===== config.mk =====
export PLATFORM = sky130hd
export DESIGN_NAME = branch_resolve_unit_flat
export DESIGN_NICKNAME = d
export VERILOG_FILES = /design/src/rtl/fetch_pkg.sv /design/src/rtl/branch_resolve_unit_if.sv /design/src/rtl/pred_queue.sv /design/src/rtl/branch_resolve_unit.sv /design/src/flat_wrapper.sv
export SDC_FILE = /design/constraint.sdc
export NUM_CORES = 1
export LEC_CHECK = 0
export CAP_MARGIN = 20
export CORE_MARGIN = 1
export CORE_UTILIZATION = 59
export CTS_CLUSTER_DIAMETER = 40
export DETAILED_ROUTE_END_ITERATION = 8
export PLACE_DENSITY = 0.8
export SLEW_MARGIN = 20
export SYNTH_ARGS = -nofsm -noshare
export SYNTH_HDL_FRONTEND = slang
export SYNTH_SLANG_ARGS = --single-unit

===== constraint.sdc =====
create_clock -name clk -period 7.8 [get_ports clk]
set_input_delay 1.56 -clock clk [delete_from_list [all_inputs] [get_ports clk]]
set_output_delay 1.56 -clock clk [all_outputs]
set_load 0.02 [all_outputs]

===== src/rtl/fetch_pkg.sv =====
// Shared fetch-side types: prediction record, resolve FSM states, BHT index helper.
package fetch_pkg;

  localparam logic [31:0] PC_INC = 32'd4;

  typedef struct packed {
    logic [31:0] pc;
    logic        hit;
    logic        taken;
    logic [31:0] target;
  } pred_entry_t;

  typedef enum logic {RUN = 1'b0, FLUSH = 1'b1} bru_state_e;

  // Word index of pc, masked to idx_w bits (pc[idx_w+1:2]); callers narrow to their width.
  function automatic logic [31:0] bht_index(input logic [31:0] pc, input int unsigned idx_w);
    return (pc >> 2) & ((32'd1 << idx_w) - 32'd1);
  endfunction

endpackage


===== src/rtl/branch_resolve_unit_if.sv =====
// Prediction / resolution / feedback bundle between fetch+decode (master) and the resolve unit (slave).
interface branch_resolve_unit_if #(parameter int IDX_W = 6);
  logic             pred_valid;
  logic             pred_ready;
  logic [31:0]      pred_pc;
  logic             pred_hit;
  logic             pred_taken;
  logic [31:0]      pred_target;
  logic             res_valid;
  logic             res_is_branch;
  logic             res_taken;
  logic [31:0]      res_target;
  logic             fed_valid;
  logic [31:0]      FedAddress;
  logic             FedToken;
  logic [IDX_W-1:0] fed_index;
  logic             flush;
  logic [31:0]      redirect_pc;
  logic             err_underflow;

  modport master (
    output pred_valid, pred_pc, pred_hit, pred_taken, pred_target,
           res_valid, res_is_branch, res_taken, res_target,
    input  pred_ready, fed_valid, FedAddress, FedToken, fed_index,
           flush, redirect_pc, err_underflow
  );

  modport slave (
    input  pred_valid, pred_pc, pred_hit, pred_taken, pred_target,
           res_valid, res_is_branch, res_taken, res_target,
    output pred_ready, fed_valid, FedAddress, FedToken, fed_index,
           flush, redirect_pc, err_underflow
  );
endinterface


===== src/rtl/pred_queue.sv =====
// In-order FIFO of fetch predictions; synchronous clear drops every entry.
module pred_queue
  import fetch_pkg::*;
#(
  parameter int DEPTH = 8
) (
  input  logic                     clk,
  input  logic                     rst,
  input  logic                     clear,
  input  logic                     push,
  input  logic                     pop,
  input  pred_entry_t              wdata,
  output pred_entry_t              rdata,
  output logic                     full,
  output logic                     empty,
  output logic [$clog2(DEPTH):0]   count
);
  localparam int AW = $clog2(DEPTH);

  pred_entry_t   mem [DEPTH];
  logic [AW-1:0] wr_ptr, rd_ptr;
  logic          do_push, do_pop;

  assign full    = count == (AW+1)'(DEPTH);
  assign empty   = count == '0;
  assign do_push = push && !full && !clear;
  assign do_pop  = pop && !empty && !clear;
  assign rdata   = mem[rd_ptr];

  always_ff @(posedge clk) begin
    if (rst || clear) begin
      wr_ptr <= '0;
      rd_ptr <= '0;
      count  <= '0;
    end else begin
      if (do_push) wr_ptr <= wr_ptr + 1'b1;
      if (do_pop)  rd_ptr <= rd_ptr + 1'b1;
      case ({do_push, do_pop})
        2'b10:   count <= count + 1'b1;
        2'b01:   count <= count - 1'b1;
        default: ;
      endcase
    end
  end

  always_ff @(posedge clk) begin
    if (do_push) mem[wr_ptr] <= wdata;
  end
endmodule


===== src/rtl/branch_resolve_unit.sv =====
// Resolves queued fetch predictions against decode outcomes; drives BTB/BHT feedback and flush.
// Optional BRU_PERF_CNT_EN adds perf_branches / perf_mispredicts counters.
module branch_resolve_unit
  import fetch_pkg::*;
#(
  parameter int DEPTH = 8,
  parameter int IDX_W = 6
) (
  input  logic                 clk,
  input  logic                 rst,
  branch_resolve_unit_if.slave bus
`ifdef BRU_PERF_CNT_EN
  ,
  output logic [31:0]          perf_branches,
  output logic [31:0]          perf_mispredicts
`endif
);
  bru_state_e             state_q, state_d;
  pred_entry_t            head, wentry;
  logic                   full, empty;
  logic [$clog2(DEPTH):0] count;
  logic                   push, pop, clr;
  logic [31:0]            nxt_pc, expected;
  logic                   mispred, fb, fb_tok;
  logic [31:0]            fb_addr;
  logic [IDX_W-1:0]       fb_idx;
  logic                   unused_taken;

  // Direction is already implied by the predicted target, so the stored bit is informational.
  assign unused_taken = head.taken;

  assign bus.pred_ready = !rst && !full && (state_q == RUN);
  assign push   = bus.pred_valid && bus.pred_ready;
  assign pop    = bus.res_valid && (state_q == RUN) && !empty;
  assign clr    = state_q == FLUSH;
  assign wentry = '{pc: bus.pred_pc, hit: bus.pred_hit, taken: bus.pred_taken, target: bus.pred_target};

  pred_queue #(.DEPTH(DEPTH)) u_queue (
    .clk   (clk),
    .rst   (rst),
    .clear (clr),
    .push  (push),
    .pop   (pop),
    .wdata (wentry),
    .rdata (head),
    .full  (full),
    .empty (empty),
    .count (count)
  );

  always_comb begin
    nxt_pc   = head.pc + PC_INC;
    expected = (bus.res_is_branch && bus.res_taken) ? bus.res_target : nxt_pc;
    mispred  = pop && (head.target != expected);
    // Non-branches that hit in the BTB are trained out with a not-taken token.
    fb       = pop && (bus.res_is_branch || head.hit);
    fb_addr  = bus.res_is_branch ? bus.res_target : nxt_pc;
    fb_tok   = bus.res_is_branch && bus.res_taken;
    fb_idx   = IDX_W'(bht_index(head.pc, IDX_W));
  end

  always_ff @(posedge clk) begin
    if (rst) state_q <= RUN;
    else     state_q <= state_d;
  end

  always_comb begin
    state_d = state_q;
    case (state_q)
      RUN:     if (mispred) state_d = FLUSH;
      FLUSH:   state_d = RUN;
      default: state_d = RUN;
    endcase
  end

  always_ff @(posedge clk) begin
    if (rst) begin
      bus.fed_valid     <= 1'b0;
      bus.FedAddress    <= '0;
      bus.FedToken      <= 1'b0;
      bus.fed_index     <= '0;
      bus.flush         <= 1'b0;
      bus.redirect_pc   <= '0;
      bus.err_underflow <= 1'b0;
    end else begin
      bus.fed_valid <= fb;
      bus.flush     <= mispred;
      if (fb) begin
        bus.FedAddress <= fb_addr;
        bus.FedToken   <= fb_tok;
        bus.fed_index  <= fb_idx;
      end
      if (mispred) bus.redirect_pc <= expected;
      if (bus.res_valid && (state_q == RUN) && (count == '0)) bus.err_underflow <= 1'b1;
    end
  end

`ifdef BRU_PERF_CNT_EN
  always_ff @(posedge clk) begin
    if (rst) begin
      perf_branches    <= '0;
      perf_mispredicts <= '0;
    end else begin
      if (pop && bus.res_is_branch) perf_branches <= perf_branches + 32'd1;
      if (mispred)                  perf_mispredicts <= perf_mispredicts + 32'd1;
    end
  end
`endif
endmodule

===== src/flat_wrapper.sv =====
// flat-port wrapper written by rule: the top's interface ports become plain ports
module branch_resolve_unit_flat import fetch_pkg::*;
#(
  parameter int DEPTH = 8,
  parameter int IDX_W = 6
)
  (clk, rst, bus_pred_valid, bus_pred_pc, bus_pred_hit, bus_pred_taken, bus_pred_target, bus_res_valid, bus_res_is_branch, bus_res_taken, bus_res_target, bus_pred_ready, bus_fed_valid, bus_FedAddress, bus_FedToken, bus_fed_index, bus_flush, bus_redirect_pc, bus_err_underflow);
  branch_resolve_unit_if #(.IDX_W(IDX_W)) bus_i ();
  input  logic clk;
  input  logic rst;
  input wire logic [$bits(bus_i.pred_valid)-1:0] bus_pred_valid;
  input wire logic [$bits(bus_i.pred_pc)-1:0] bus_pred_pc;
  input wire logic [$bits(bus_i.pred_hit)-1:0] bus_pred_hit;
  input wire logic [$bits(bus_i.pred_taken)-1:0] bus_pred_taken;
  input wire logic [$bits(bus_i.pred_target)-1:0] bus_pred_target;
  input wire logic [$bits(bus_i.res_valid)-1:0] bus_res_valid;
  input wire logic [$bits(bus_i.res_is_branch)-1:0] bus_res_is_branch;
  input wire logic [$bits(bus_i.res_taken)-1:0] bus_res_taken;
  input wire logic [$bits(bus_i.res_target)-1:0] bus_res_target;
  output wire logic [$bits(bus_i.pred_ready)-1:0] bus_pred_ready;
  output wire logic [$bits(bus_i.fed_valid)-1:0] bus_fed_valid;
  output wire logic [$bits(bus_i.FedAddress)-1:0] bus_FedAddress;
  output wire logic [$bits(bus_i.FedToken)-1:0] bus_FedToken;
  output wire logic [$bits(bus_i.fed_index)-1:0] bus_fed_index;
  output wire logic [$bits(bus_i.flush)-1:0] bus_flush;
  output wire logic [$bits(bus_i.redirect_pc)-1:0] bus_redirect_pc;
  output wire logic [$bits(bus_i.err_underflow)-1:0] bus_err_underflow;
  assign bus_i.pred_valid = bus_pred_valid;
  assign bus_i.pred_pc = bus_pred_pc;
  assign bus_i.pred_hit = bus_pred_hit;
  assign bus_i.pred_taken = bus_pred_taken;
  assign bus_i.pred_target = bus_pred_target;
  assign bus_i.res_valid = bus_res_valid;
  assign bus_i.res_is_branch = bus_res_is_branch;
  assign bus_i.res_taken = bus_res_taken;
  assign bus_i.res_target = bus_res_target;
  assign bus_pred_ready = bus_i.pred_ready;
  assign bus_fed_valid = bus_i.fed_valid;
  assign bus_FedAddress = bus_i.FedAddress;
  assign bus_FedToken = bus_i.FedToken;
  assign bus_fed_index = bus_i.fed_index;
  assign bus_flush = bus_i.flush;
  assign bus_redirect_pc = bus_i.redirect_pc;
  assign bus_err_underflow = bus_i.err_underflow;
  branch_resolve_unit #(.DEPTH(DEPTH), .IDX_W(IDX_W)) u_core (.clk(clk), .rst(rst), .bus(bus_i));
endmodule

Yosys cells after proc, flatten, opt, wreduce, memory -nomap -nowiden
Memory sizes are Yosys's and may differ from the RTL's. A register that Yosys moved wholly into a read port is not among the register bits.
Cells that the tools add are included.
Storage, ports and cells
  register bits after elaboration: 85
  RAM bits: 528
  memories: 1
Memories
  u_core.u_queue.mem: depth 8, width 66, read ports 1, clocked after Yosys merged registers in 1, write ports 1, RTL line pred_queue.sv:20  | pred_entry_t mem [DEPTH];
Cells by class
  reduce and logical (&&, ||, !) cells: 21
  equal/unequal tests: 4
  add/sub/neg operators: 5
  mux-type cells: 9
  bitwise logic cells: 1
Operators by type and width (number)
  $mux W32: 2
  $add A32 B3 Y32 const B: 1
  $ne A32 B32 Y1: 1
  $logic_and A1 B1 Y1: 13
  $pmux W4 S2: 1
  $add A3 B1 Y3 const B: 2
  $mux W3: 2
  $add A4 B1 Y4 const B: 1
  $eq A4 B4 Y1 const B: 1
  $logic_not A1 Y1: 4
  $logic_not A4 Y1: 1
  $sub A4 B1 Y4 const B: 1
  $mux W1: 3
  $eq A2 B1 Y1 const B: 1
  $eq A2 B2 Y1 const B: 1
  $logic_or A1 B1 Y1: 2
  $pmux W1 S2: 1
  $reduce_bool A2 Y1: 1
  $not A1 Y1: 1

Longest topological paths before layout
Gate-level depths: netlist (run 1).
  depth after elaboration: 9
  gate-level depth with buffers: 20
  mapped depth without buffers: 12

Cells and area by module
From an unflattened synthesis (run 1), not the netlist that was laid out.
Unflattened totals
  cells, all modules: 1643
  area total of the unflattened synthesis: 26156.3 um2
By module, submodules not included
  pred_queue: area each 20475.9 um2, cells an instance 843, sequential area each 16115.5 um2, times used 1
  branch_resolve_unit: area each 5680.4 um2, cells an instance 800, sequential area each 1501.4 um2, times used 1

Worst setup path after synthesis (run 1)
No wires, ideal clock.
  path kind: input port to flip-flop
  start: input port rst
  end: memory u_core.u_queue.mem[0][0] (netlist bit) (enable)
  library setup time: 568 ps
  cell stages on the path: 5
  slack: 112 ps
  arrival: 7119 ps
  required time: 7232 ps
  buffers on the path: 0
  path through: or2_2 > a21oi_1 > and2_0 > nand2b_1 > nor3_1
Between the ends
  word-level cells in the longest chain between the ends: 8
Ends and longest elaborated chain
  start, declared: RTL line flat_wrapper.sv:10  | input logic rst;
  $logic_not A1 Y1: RTL line branch_resolve_unit.sv:32  | assign bus.pred_ready = !rst && !full && (state_q == RUN);
  $logic_and A1 B1 Y1 (2 in a row): RTL line branch_resolve_unit.sv:32
  via bus_pred_ready: RTL line flat_wrapper.sv:20  | output wire logic [$bits(bus_i.pred_ready)-1:0] bus_pred_ready;
  $logic_and A1 B1 Y1: RTL line branch_resolve_unit.sv:33  | assign push = bus.pred_valid && bus.pred_ready;
  $logic_and A1 B1 Y1 (2 in a row): RTL line pred_queue.sv:26  | assign do_push = push && !full && !clear;
  $mux W1: RTL line pred_queue.sv:47  | if (do_push) mem[wr_ptr] <= wdata;
  $mux W1 (not written as such): RTL line pred_queue.sv:47
  end, declared: RTL line pred_queue.sv:20
The timed path passes the listed nets, and every way through them passes these cells.

==> flow_metrics.env, run 1 <==
export IMPL_status="complete, no violations"
export IMPL_post_cts_buffers=0
export IMPL_r2r_end="u_core.bus.redirect_pc[10]"
export IMPL_clock_latency_ns=0.59
export IMPL_min_period_over_period_pct=78.20
export IMPL_finalSetupTns_ns=0
export IMPL_synthSimpleGateAreaFrac_pct=7.856
export IMPL_synth_fa_ha_area_share_pct=0.3676
export IMPL_min_period_ns=6.100
export IMPL_ant_nets=0
export IMPL_path_cells="buf_4, mux4_2, mux2i_1, or4_1, nor4_1, nand4_1, nand2_1, a41oi_1, nor4_4, nand4_4, nand2_4, mux2_1"
export IMPL_final_util_pct=70.90
export IMPL_crit_path_end="u_core.bus.redirect_pc[10]"
export IMPL_power_density_nw_per_um2=327.9
export IMPL_startpoint_type="flip-flop"
export IMPL_synthMuxAreaShare_pct=14.42
export IMPL_antenna_found_initial=3
export IMPL_synth_fp_nets=1732
export IMPL_ir_worst_vdd_mv=0.1942
export IMPL_ios=179
export IMPL_hold_buffers=0
export IMPL_synth_seq_cells=608
export IMPL_final_layout_size_suffix_gt1_share_pct=16.30
export IMPL_htree_levels=3
export IMPL_synth_xor_area_share_pct=1.737
export IMPL_cts_sinks=608
export IMPL_grt_usage_pct=30.18
export IMPL_dp_cells=2315
export IMPL_grt_ovfl_total=0
export IMPL_layout_cells_non_filler=2445
export IMPL_max_stage_delay_ns=0.90
export IMPL_vias=15760
export IMPL_r2r_cells=12
export IMPL_core_area_um2=43170
export IMPL_yosys_warnings=0
export IMPL_slew_violations=0
export IMPL_worstSetupPathType="reg -> reg"
export IMPL_start_util_pct=59.91
export IMPL_setup_viol=0
export IMPL_crit_family="simple AND/OR/NAND/NOR gates"
export IMPL_numCtsBuffers=71
export IMPL_synth_compound_area_share_pct=6.279
export IMPL_port_buffers=177
export IMPL_worst_path_stages=12
export IMPL_grt_pass1_vias=15560
export IMPL_fin_ws_ns=1.700
export IMPL_ys_flop_type="edfxtp_1"
export IMPL_die_y_um=211.4
export IMPL_area_delta_synth_final_pct=18.33
export IMPL_worstMarginPinSlew_ns=1.074
export IMPL_holdCritPathClass="reg -> reg"
export IMPL_async_reset_ff_share_pct=0
export IMPL_routed_via_density=6.445
export IMPL_cp_max_fo=66
export IMPL_ys_seq_area_share_pct=67.18
export IMPL_reg2reg_setup_slack_ns=1.70
export IMPL_cts_tree="done"
export IMPL_crit_slowest_cell="buf_4"
export IMPL_syn_avg_cell_area_um2=15.96
export IMPL_cp_required_ns=8.27
export IMPL_grt_pass1_wl_um=97540
export IMPL_max_freq_mhz=163.9
export IMPL_die_w_um=211.4
export IMPL_routabilityCongestion=0.9475
export IMPL_synth_edf_count=520
export IMPL_hpwl_um=41040
export IMPL_syn_area_um2=25870
export IMPL_power_total_mw=10.04
export IMPL_slew_headroom_pct=26.33
export IMPL_num_fill_cells=2730
export IMPL_drt_initial_drc_count=1981
export IMPL_crit_buf_inv=1
export IMPL_synth_cell_types=89
export IMPL_drt_pass1_iter_count=6
export IMPL_cts_root_buffer="clkbuf_16"
export IMPL_wl_um=66480
export IMPL_crit_path_end_kind="flip-flop"
export IMPL_hold_viol=0
export IMPL_finalClockSkew_ns=0.01672
export IMPL_clk_pin_slew_ns=0.06
export IMPL_ctsResizeCount=0
export IMPL_maxCapViolations=0
export IMPL_rsz0062_at_grt="no"
export IMPL_clock_path_buffers=3
export IMPL_place_ws_ns=1.806
export IMPL_row_count=76
export IMPL_grt_max_degree=97
export IMPL_final_nets=1915
export IMPL_syn_inst=1621
export IMPL_drc_errors=0
export IMPL_p_leak_nw=9.971
export IMPL_synth_top_family_by_area="multiplexers"
export IMPL_avgRoutedWirePerCell_um=27.19
export IMPL_cp_arrival_ns=6.57
export IMPL_die_area_um2=44680
[area by class of cell]
| class | instances | area (µm²) | share of cell area (%) |
|---|---|---|---|
| timing repair buffer | 204 | 2042 | 6.672 |
| multi-input combinational | 906 | 7996 | 26.13 |
| inverter | 13 | 48.80 | 0.1594 |
| clock inverter | 47 | 530.5 | 1.733 |
| clock buffer | 81 | 1867 | 6.099 |
| sequential | 608 | 17390 | 56.81 |
| tap | 585 | 732.0 | 2.391 |
| antenna | 1 | 2.502 | 0.008176 |
[state kept, by name, indices dropped and copies added, names as in the netlist, named ones only]
signal	count
u_core.bus.fed_index	6
u_core.bus.fed_valid	1
u_core.bus.err_underflow	1
u_core.u_queue.rd_ptr	3
u_core.bus.flush	1
u_core.u_queue.wr_ptr	3
u_core.clr	1
u_core.bus.FedToken	1
u_core.bus.redirect_pc	32
u_core.bus.FedAddress	32
u_core.u_queue.count	4
u_core.u_queue.mem	520
[layer usage]
layer	GRT usage, %	vias to the layer above	part of all wire (%)
li1	-	6799	-
met1	40.79	7903	38
met2	47.37	898	48
met3	7.017	153	10
met4	12.87	4	3.6
met5	0	-	0.045
[report_power, final]
| group | switching [mW] | leakage (nW) | total [mW] | internal [mW] |
|---|---|---|---|---|
| registers | 0.194 | 5.41 | 3.96 | 3.77 |
| clock network | 1.35 | 1.16 | 3.34 | 1.99 |
| logic | 1.59 | 3.39 | 2.74 | 1.15 |
| total | 3.13 | 9.97 | 10.0 | 6.90 |
[cell families (layout without fill, tap and decap cells)]
group,after synthesis,after routing
buffers and inverters,107,345
multiplexers,246,246
other,0,1
XOR/XNOR,48,48
AO/OA/AOI/OAI,227,227
flip-flops,608,608
adder cells (fa/ha/maj),7,7
AND/OR/NAND/NOR,378,378
[worst min-delay path, stage by stage, from the launching register on]
cell	delay (ns)
dfxtp_1	0.33
a31oi_1	0.04
nor2_1	0.08
[worst min-delay path by stage]
stage,start,endpoint,slack [ns],cells past startpoint
2_1_floorplan,u_core.u_queue.rd_ptr[1],flip-flop,0.45,2
3_5_place_dp,u_core.bus.err_underflow,u_core.bus.err_underflow,0.47,2
6_report,u_core.bus.err_underflow,u_core.bus.err_underflow,0.49,2
5_1_grt,u_core.bus.redirect_pc[16],u_core.bus.redirect_pc[16],0.49,2
4_1_cts,u_core.bus.err_underflow,u_core.bus.err_underflow,0.48,2
3_3_place_gp,u_core.bus.err_underflow,u_core.bus.err_underflow,0.45,2
[synth_stat cells, types with 17 or more instances]
library cell	number	share of area [%]
edfxtp_1	520	60
mux2i_1	122	4.7
nor2_1	108	1.6
mux4_2	97	8.4
dfxtp_1	88	6.8
nand2_1	73	1.1
clkbuf_1	43	0.62
a21oi_1	39	0.75
a211oi_1	27	0.78
o21ai_0	27	0.52
nand2b_1	26	0.63
nand3_1	24	0.46
xnor2_1	24	0.81
a22oi_1	23	0.67
buf_2	22	0.43
xor2_1	22	0.74
nor4_1	21	0.51
nor3_1	19	0.37
mux2_2	17	0.74
[placed cells by master, fill, tap and decap left out, types with 7 or more instances in the layout]
| cell | synthesis | layout |
|---|---|---|
| edfxtp_1 | 520 | 520 |
| clkdlybuf4s50_1 | 0 | 175 |
| mux2i_1 | 122 | 122 |
| nor2_1 | 108 | 101 |
| mux4_2 | 97 | 97 |
| dfxtp_1 | 88 | 85 |
| clkbuf_16 | 0 | 73 |
| nand2_1 | 73 | 72 |
| a21oi_1 | 39 | 39 |
| o21ai_0 | 27 | 27 |
| a211oi_1 | 27 | 27 |
| nand2b_1 | 26 | 26 |
| xnor2_1 | 24 | 24 |
| nand3_1 | 24 | 24 |
| a22oi_1 | 23 | 23 |
| xor2_1 | 22 | 22 |
| buf_4 | 12 | 22 |
| nor4_1 | 21 | 21 |
| mux2_2 | 17 | 17 |
| nor3_1 | 19 | 17 |
| o211ai_1 | 14 | 14 |
| and2_1 | 14 | 13 |
| o31a_1 | 12 | 12 |
| nor2b_1 | 12 | 12 |
| and3_1 | 11 | 11 |
| inv_1 | 11 | 11 |
| clkinv_1 | 0 | 11 |
| a211o_1 | 10 | 10 |
| or3_1 | 9 | 9 |
| nand4_1 | 8 | 8 |
| nor3b_1 | 8 | 8 |
| o31ai_1 | 8 | 8 |
| nor3b_2 | 8 | 8 |
| clkinv_2 | 0 | 8 |
| or2_2 | 7 | 7 |
| a31oi_1 | 7 | 7 |
| mux2_1 | 7 | 7 |
| nor2_4 | 0 | 7 |
| clkbuf_1 | 43 | 7 |
| bufinv_16 | 0 | 7 |
[metrics by stage]
step / instance area [µm²] / hold WS, ns
after floorplan: 25870 / 0.4541
after global placement: 28180 / 0.4538
after detailed placement: 28190 / 0.4677
after CTS: 30580 / 0.4807
after global routing: 30600 / 0.4936
final: 30610 / 0.4865
No activity file was read; power rests on OpenSTA's default activity.
==> run 2: changes to the inputs <==
--- a/config.mk
+++ b/config.mk
@@ -7,10 +7,10 @@
 export LEC_CHECK = 0
 export CAP_MARGIN = 20
 export CORE_MARGIN = 1
-export CORE_UTILIZATION = 59
+export CORE_UTILIZATION = 53
 export CTS_CLUSTER_DIAMETER = 40
 export DETAILED_ROUTE_END_ITERATION = 8
-export PLACE_DENSITY = 0.8
+export PLACE_DENSITY = 0.76
 export SLEW_MARGIN = 20
 export SYNTH_ARGS = -nofsm -noshare
 export SYNTH_HDL_FRONTEND = slang
==> constraint.sdc (replaced) <==
create_clock -name clk -period 4.9 [get_ports clk]
set_input_delay 0.98 -clock clk [delete_from_list [all_inputs] [get_ports clk]]
set_output_delay 0.98 -clock clk [all_outputs]
set_load 0.02 [all_outputs]
==> run 2 against run 1 <==
  * Largest cell class unchanged
  * Sequential share of layout area decreased by 2.0 points
  * Power increased by 68%
  * Maximum frequency increased by 31%
==> flow_metrics.env, run 2 (synthesis gave the netlist of run 1 again) <==
export IMPL_min_to="u_core.bus.redirect_pc[29]"
export IMPL_grt_pass1_wl_um=99170
export IMPL_power_total_mw=16.89
export IMPL_finalClockSkew_ns=0.01946
export IMPL_final_nets=2000
export IMPL_crit_path_end_kind="flip-flop"
export IMPL_routabilityCongestion=0.9673
export IMPL_slew_violations=0
export IMPL_cp_arrival_ns=5.19
export IMPL_grt_max_degree=81
export IMPL_layout_cells_non_filler=2569
export IMPL_hold_buffers=0
export IMPL_hold_slack_ns=0.4839
export IMPL_top_register="u_core.u_queue.mem"
export IMPL_die_w_um=222.9
export IMPL_final_common_cell="edfxtp_1"
export IMPL_min_from="u_core.bus.redirect_pc[29]"
export IMPL_cp_required_ns=5.42
export IMPL_vias=15910
export IMPL_p_clk_share_pct=34.6
export IMPL_whs_path_depth=2
export IMPL_status="complete, no violations"
export IMPL_final_design_area_no_fill_um2=31740
export IMPL_clk_pin_slew_ns=0.06
export IMPL_grt_ovfl_total=0
export IMPL_largest_reg_flops=520
export IMPL_final_util_pct=66.20
export IMPL_intPower_mw=11.71
export IMPL_netSwitchingPower_mw=5.171
export IMPL_hold_viol=0
export IMPL_p_leak_nw=10.52
export IMPL_min_period_ns=4.674
export IMPL_reg2reg_setup_slack_ns=0.23
export IMPL_fin_ws_ns=0.2262
export IMPL_drc_errors=0
export IMPL_port_buffers=177
export IMPL_startpoint_type="flip-flop"
export IMPL_wl_um=67740
export IMPL_ir_worst_vdd_mv=0.2878
export IMPL_holdCritPathClass="reg -> reg"
export IMPL_switching_share_pct=30.63
export IMPL_max_freq_mhz=214.0
export IMPL_ios=179
export IMPL_row_count=80
export IMPL_area_delta_synth_final_pct=22.71
export IMPL_drt_pass1_iter_count=5
export IMPL_slew_headroom_pct=36.38
export IMPL_grt_pass1_vias=15730
export IMPL_cts_sinks=608
export IMPL_worstSetupPathType="reg -> reg"
export IMPL_finalSetupTns_ns=0
export IMPL_clock_latency_ns=0.60
export IMPL_start_util_pct=53.95
export IMPL_worstMarginPinSlew_ns=0.9520
export IMPL_place_ws_ns=0.07163
export IMPL_core_area_um2=47950
export IMPL_drt_initial_drc_count=1655
export IMPL_pwr_share_comb_pct=28.5
export IMPL_reg_top3="u_core.u_queue.mem x520, u_core.bus.FedAddress x32, u_core.bus.redirect_pc x32"
export IMPL_cts_root_buffer="clkbuf_16"
export IMPL_power_density_nw_per_um2=532.0
export IMPL_antenna_found_initial=5
export IMPL_dp_cells=2418
export IMPL_avgRoutedWirePerCell_um=26.37
export IMPL_setup_viol=0
export IMPL_cts_tree="done"
export IMPL_numCtsBuffers=78
export IMPL_min_period_over_period_pct=95.38
export IMPL_maxCapViolations=0
export IMPL_r2r_cells=14
export IMPL_die_y_um=222.9
export IMPL_placed_cell_area_um2=28910
export IMPL_final_layout_size_suffix_gt1_share_pct=20.44
export IMPL_die_area_um2=49690
export IMPL_seqPwrFrac_pct=36.9
export IMPL_final_cell_mix="edfxtp_1 (520), clkdlybuf4s50_1 (175), mux2i_1 (122)"
export IMPL_routed_via_density=6.193
export IMPL_grt_usage_pct=27.43
export IMPL_htree_levels=3
export IMPL_ant_nets=0
export IMPL_clock_path_buffers=3
export IMPL_r2r_end="u_core.bus.redirect_pc[5]"
export IMPL_cp_max_fo=22
export IMPL_hpwl_um=42600
-- run 2: cell types whose count changed in the layout (fill, tap and decap cells not counted), sizes merged --
cell / change
clkbuf: +9
clkinvlp: +3
diode: +1
inv: -1
bufinv: +3
buf: +78
clkinv: +1
-- run 2: layout make-up --
class | count | area, µm²
Sequential cell | 608 | 17390
Clock buffer | 90 | 2071
Clock inverter | 53 | 649.4
Tap cell | 615 | 769.5
Timing Repair Buffer | 282 | 2788
Antenna cell | 2 | 5.005
Inverter | 13 | 48.80
Fill cell | 3142 | 16210
Multi-Input combinational cell | 906 | 8021
-- run 2: metal layers --
metal  part of all wire [%]  vias up  GRT usage (%)
met5                  0.059        -              0
met4                    3.2        6          11.64
met3                    8.8      121          6.638
met2                     47      782          43.00
met1                     40     7995          36.85
li1                       -     7007              -
-- run 2: power groups by stage --
| stage | registers (mW) | logic (mW) | clock network (mW) |
|---|---|---|---|
| 6_report | 6.23 | 4.81 | 5.85 |
| 3_5_place_dp | 6.36 | 4.60 | 0 |
| 2_1_floorplan | 6.51 | 2.69 | 0 |
| 4_1_cts | 6.26 | 4.64 | 5.92 |
| 5_1_grt | 6.26 | 5.08 | 6.12 |
| 3_3_place_gp | 6.35 | 4.53 | 0 |
-- run 2: how the worst max path moves through the flow --
stage	start	to	cells after the start
global placement	flip-flop	u_core.bus.redirect_pc[5]	15
CTS	flip-flop	u_core.bus.redirect_pc[5]	15
finish	flip-flop	u_core.bus.redirect_pc[5]	14
floorplan	rst	u_core.u_queue.mem[2][0]	5
detailed placement	flip-flop	u_core.bus.redirect_pc[5]	15
global route	flip-flop	u_core.bus.redirect_pc[5]	16
-- run 2: critical path, stage by stage (launching register included) --
cell and delay [ns]:
dfxtp_4 0.41, buf_12 0.16, mux4_2 0.32, mux2i_1 0.11, or4_1 0.64, or4_4 0.73, nor3_2 0.34, xor3_1 0.21
a41oi_1 0.26, buf_4 0.24, nor4_4 0.33, nand4_4 0.19, nand2_4 0.21, buf_4 0.24, mux2i_1 0.21
-- run 2: repair_timing --
| item | in CTS | in global routing |
|---|---|---|
| resized for setup | 0 | 4 |
| endpoints found under the setup margin | 0 | 31 |
| setup buffers | 0 | 6 |
